## src/rtl/cpu_mem_responder.sv

```systemverilog
// Unified program/data RAM for the 8-bit CPU bus, with a byte-stream boot loader
// that fills the RAM while holding the CPU in reset.
//   state   | meaning
//   LOAD    | loader writes incoming bytes, CPU held in reset
//   RELEASE | load finished, CPU still in reset for RELEASE_DLY cycles
//   RUN     | CPU owns the bus; terminal until rst_n
module cpu_mem_responder #(
    parameter int AW          = 8,
    parameter int DW          = 8,
    parameter int RELEASE_DLY = 2
) (
    input  logic          clk,
    input  logic          rst_n,
    input  logic          Csel,
    input  logic          read_enable,
    input  logic [AW-1:0] ipnext,
    input  logic [DW-1:0] ram_write_data,
    output logic [DW-1:0] ram_dataout,
    input  logic          boot_valid,
    input  logic [DW-1:0] boot_data,
    input  logic          boot_last,
    output logic          boot_ready,
    output logic          cpu_rst_n,
    output logic [AW:0]   load_count,
    output logic [1:0]    mem_state
);

    localparam int RW = $clog2(RELEASE_DLY + 1);

    typedef enum logic [1:0] {
        ST_LOAD    = 2'b00,
        ST_RELEASE = 2'b01,
        ST_RUN     = 2'b10
    } state_e;

    state_e        state_q, state_d;
    logic [DW-1:0] mem [2**AW];
    logic [DW-1:0] dataout_q;
    logic [AW:0]   load_count_q;
    logic [RW-1:0] rel_cnt_q;
    logic          boot_ready_q;
    logic          cpu_rst_n_q;
    logic          beat;
    logic          load_done;
    logic          cpu_rd;
    logic          cpu_wr;

    assign beat      = (state_q == ST_LOAD) && boot_ready_q && boot_valid;
    // The beat that fills the last RAM location ends the load even without boot_last.
    assign load_done = beat && (boot_last || (load_count_q[AW-1:0] == '1));
    assign cpu_rd    = (state_q == ST_RUN) && Csel && read_enable;
    assign cpu_wr    = (state_q == ST_RUN) && Csel && !read_enable;

    always_comb begin
        state_d = state_q;
        case (state_q)
            ST_LOAD:    if (load_done) state_d = ST_RELEASE;
            ST_RELEASE: if (rel_cnt_q == RW'(1)) state_d = ST_RUN;
            ST_RUN:     state_d = ST_RUN;
            default:    state_d = ST_LOAD;
        endcase
    end

    always_ff @(posedge clk or negedge rst_n) begin
        if (!rst_n) begin
            state_q      <= ST_LOAD;
            boot_ready_q <= 1'b0;
            cpu_rst_n_q  <= 1'b0;
            load_count_q <= '0;
            rel_cnt_q    <= '0;
            dataout_q    <= '0;
        end else begin
            state_q      <= state_d;
            boot_ready_q <= (state_d == ST_LOAD);
            cpu_rst_n_q  <= (state_d == ST_RUN);
            if (beat)
                load_count_q <= load_count_q + (AW+1)'(1);
            if (state_q == ST_LOAD && state_d == ST_RELEASE)
                rel_cnt_q <= RW'(RELEASE_DLY);
            else if (state_q == ST_RELEASE && rel_cnt_q != '0)
                rel_cnt_q <= rel_cnt_q - RW'(1);
            if (cpu_rd)
                dataout_q <= mem[ipnext];
        end
    end

    // RAM has no reset: contents must survive rst_n so a partial load is visible.
    always_ff @(posedge clk) begin
        if (beat)
            mem[load_count_q[AW-1:0]] <= boot_data;
        else if (cpu_wr)
            mem[ipnext] <= ram_write_data;
    end

    assign ram_dataout = dataout_q;
    assign boot_ready  = boot_ready_q;
    assign cpu_rst_n   = cpu_rst_n_q;
    assign load_count  = load_count_q;
    assign mem_state   = state_q;

endmodule

```

## config.mk

```make
export PLATFORM = sky130hd
export DESIGN_NAME = cpu_mem_responder
export DESIGN_NICKNAME = d
export VERILOG_FILES = /design/src/rtl/cpu_mem_responder.sv
export SDC_FILE = /design/constraint.sdc
export NUM_CORES = 2
export LEC_CHECK = 0
export CORE_UTILIZATION = 40
export CTS_CLUSTER_DIAMETER = 50
export DETAILED_ROUTE_END_ITERATION = 8
export PLACE_DENSITY = 0.63
export SETUP_SLACK_MARGIN = 0.1
export SKIP_LAST_GASP = 1
export SYNTH_ARGS = -nofsm -noshare
export SYNTH_HDL_FRONTEND = slang
export SYNTH_SLANG_ARGS = --single-unit
```

## constraint.sdc

```tcl
create_clock -name clk -period 10.91 [get_ports clk]
set_input_delay 2.182 -clock clk [delete_from_list [all_inputs] [get_ports clk]]
set_output_delay 2.182 -clock clk [all_outputs]
set_load 0.1 [all_outputs]
```

==> out/results.tsv <==
stage	metric	value	unit
sta	Total Neg Setup Slack	0	ps
route	ANT nets after route	0	
route	Post-Route WL	217000	µm
synth	Async S/R FF share, synth	1.11	%
finish	Post-Route Utilization	45.0	%
placed_design	area of placed instances	0.0841	mm²
placed_design	I/O Buffers	50	
synth	register area share after synthesis	76.4	%
finish	Area Overhead vs Synth	11.9	%
sta	Slew Viols, Final	0	
setup_path	critical path endpoint category	flip-flop	
run	# Max-Cap Violations	0	
grt	largest net degree at the start of global routing	197	
synth	share of the synthesized area in the top cell type	75.7	%
status	outcome	completed	
route	Iter 0 DRT Violations	5492	
cts	Reg clk slew, reported paths	60	ps
setup_path	Reg2Reg Depth	8	
route	DR DRC count	0	
grt	initial antenna violation count	6	
setup_path	WP data required	11620	ps
power	power per cell area	185	mW/mm²
grt	global-route usage over all layers	21.1	%
grt	first-pass GRT wire length	309000	µm
die	Die Ht	453	µm
min_path	Worst Hold Depth	1	
cts	CTS tree	done	
sta	Final Hold Vio Count	0	
cts	clock sink total	2071	
finish	fin area	0.0909	mm²
cts	H-tree level count	4	
die	Die Wd	453	µm
sta	unrepaired setup endpoints after global routing	false	
setup_path	crit path DAT	6850	ps
min_path	min-delay worst type	flip-flop to flip-flop	
route	via count	41694	
setup_path	critical path launch point type	input pin	
synth	Synth area leaders	edfxtp_1 (76%), mux4_2 (9.8%), mux2i_1 (3.9%)	
sta	Slew HR	4.61	%
sta	Max Freq	163	MHz
cts	Max clock buf depth	3	
synth	synthesized cell area	0.0812	mm²
power	Pleak	28.4	nW
die	row cnt	165	
sta	Min Hold Slack	466	ps
setup_path	crit path kind	input pin to flip-flop	
sta	Final Setup Violations	0	
grt	number of global-route vias before repair	41154	
sta	slack of the critical path	4770	ps
die	CORE AREA	0.202	mm²
placed_design	dpl hpwl	131000	µm
cts	Resized Gates After CTS	0	
placed_design	pre-CTS WS	4010	ps
placed_design	Placer Congestion	0.883	
sta	min cycle time layout	6140	ps
setup_path	CP max FO	60	
finish	share of cells above drive strength 1	17.6	%
grt	gr ovfl total	0	
route	DRT Pass-1 Iters	5	
synth	Mapped Avg Cell Area	19.9	µm²
synth	syn nets	4122	
finish	Layout Nets	4212	
die	starting density of the core	40.2	%
synth	EDFF count, synth	2048	
finish	# fillers	16979	
route	wire per inst	30.8	µm
cts	Clock Latency Late Sink	860	ps
synth	Synth Instances	4089	
die	# IOs	51	
synth	number of library cell types mapped by synthesis	69	
cts	Num CTS Buffers	210	
finish	most frequent cells in the layout	edfxtp_1 (2048), mux4_2 (354), mux2i_1 (317), nor2_1 (296), clkbuf_16 (212)	
synth	top_reg_cell synth	edfxtp_1	
synth	flops & latches, synth	2071	
synth	yosys warns	0	
sta	worst slew pin tran	1390	ps
cts	clk root buf	clkbuf_16	
die	die area	0.205	mm²
cts	# hold bufs at CTS	0	
sta	fin crit share	56.3	%
cts	postcts setup bufs	0	
synth	cell taking the most area after synthesis	edfxtp_1	
power	VDD IR max	0.180	mV
sta	clk_skew	45.3	ps
route	vias per inst	5.93	
finish	most common cell after layout, fill and taps aside	edfxtp_1	
-- through the flow --
stage | total power, mW | instances
3_5_place_dp | 9.93 | 6639
6_report | 16.8 | 7028
2_1_floorplan | 9.62 | 4089
5_1_grt | 17.2 | 7026
3_3_place_gp | 9.92 | 6639
4_1_cts | 16.9 | 7024
-- registers in the layout, indices dropped and copies added (netlist names) --
| name | flops |
|---|---|
| mem_state | 2 |
| rel_cnt_q | 2 |
| mem | 2048 |
| boot_ready | 1 |
| ram_dataout | 8 |
| load_count | 9 |
| cpu_rst_n | 1 |
-- Yosys cell counts (32+ instances only) --
master and n:
edfxtp_1 2048, mux4_2 354, a211oi_1 61, nand3_1 44, mux2i_1 317, a22oi_1 70
o22ai_1 128, buf_4 32, clkbuf_1 84, o221ai_1 53, a21oi_1 51, buf_2 53
nor2_1 299, nand2_1 163
-- worst max-delay path, stage by stage --
cell,delay (ps)
buf_8,490
buf_4,580
buf_4,790
mux2i_1,280
o22ai_1,140
nor3_1,1050
nand3_1,490
o211ai_1,320
or4_1,320
o211ai_1,120
-- worst paths after layout --
path / startpoint / endpoint / slack (ps)
worst max register to register: mem_state[0] / mem[131][7] / 6320
worst max-delay path: ipnext[0] / ram_dataout[3] / 4770
min in group asynchronous: rst_n / rel_cnt_q[1] / 1450
worst min register to register: load_count[8] / load_count[8] / 470
worst min-delay path: load_count[8] / load_count[8] / 470
max in group asynchronous: rst_n / ram_dataout[1] / 8910
-- layout make-up --
type | instances | area, µm² | share of cell area (%)
Clock buffer | 259 | 5510 | 6.06
Inverter | 5 | 21.3 | 0.0234
Tap cell | 2672 | 3340 | 3.68
Multi-Input combinational cell | 1768 | 17500 | 19.2
Timing Repair Buffer | 123 | 1200 | 1.32
Clock inverter | 126 | 1250 | 1.38
Antenna cell | 4 | 10.0 | 0.0110
Sequential cell | 2071 | 62100 | 68.3
-- power by group --
part	internal, mW	switching (mW)
Combinational	0.251	0.660
Sequential	8.83	0.0195
Clock	4.01	3.07
Total	13.1	3.75
-- metal layers --
layer  global-route usage (%)  wire length [µm]
met1                     29.5             87700
met2                     32.3            100000
met3                     4.43             19400
met4                     8.67              9250
met5                        0                46
-- kinds of logic after synthesis --
| family | count (synthesis) | synth area share [%] |
|---|---|---|
| AO/OA/AOI/OAI | 461 | 3.93 |
| XOR/XNOR | 9 | 0.0971 |
| adder cells (fa/ha/maj) | 3 | 0.0462 |
| buffers and inverters | 250 | 2.22 |
| flip-flops | 2071 | 76.4 |
| multiplexers | 683 | 14.0 |
| AND/OR/NAND/NOR | 612 | 3.25 |
No activity file was read; power rests on OpenSTA's default activity.
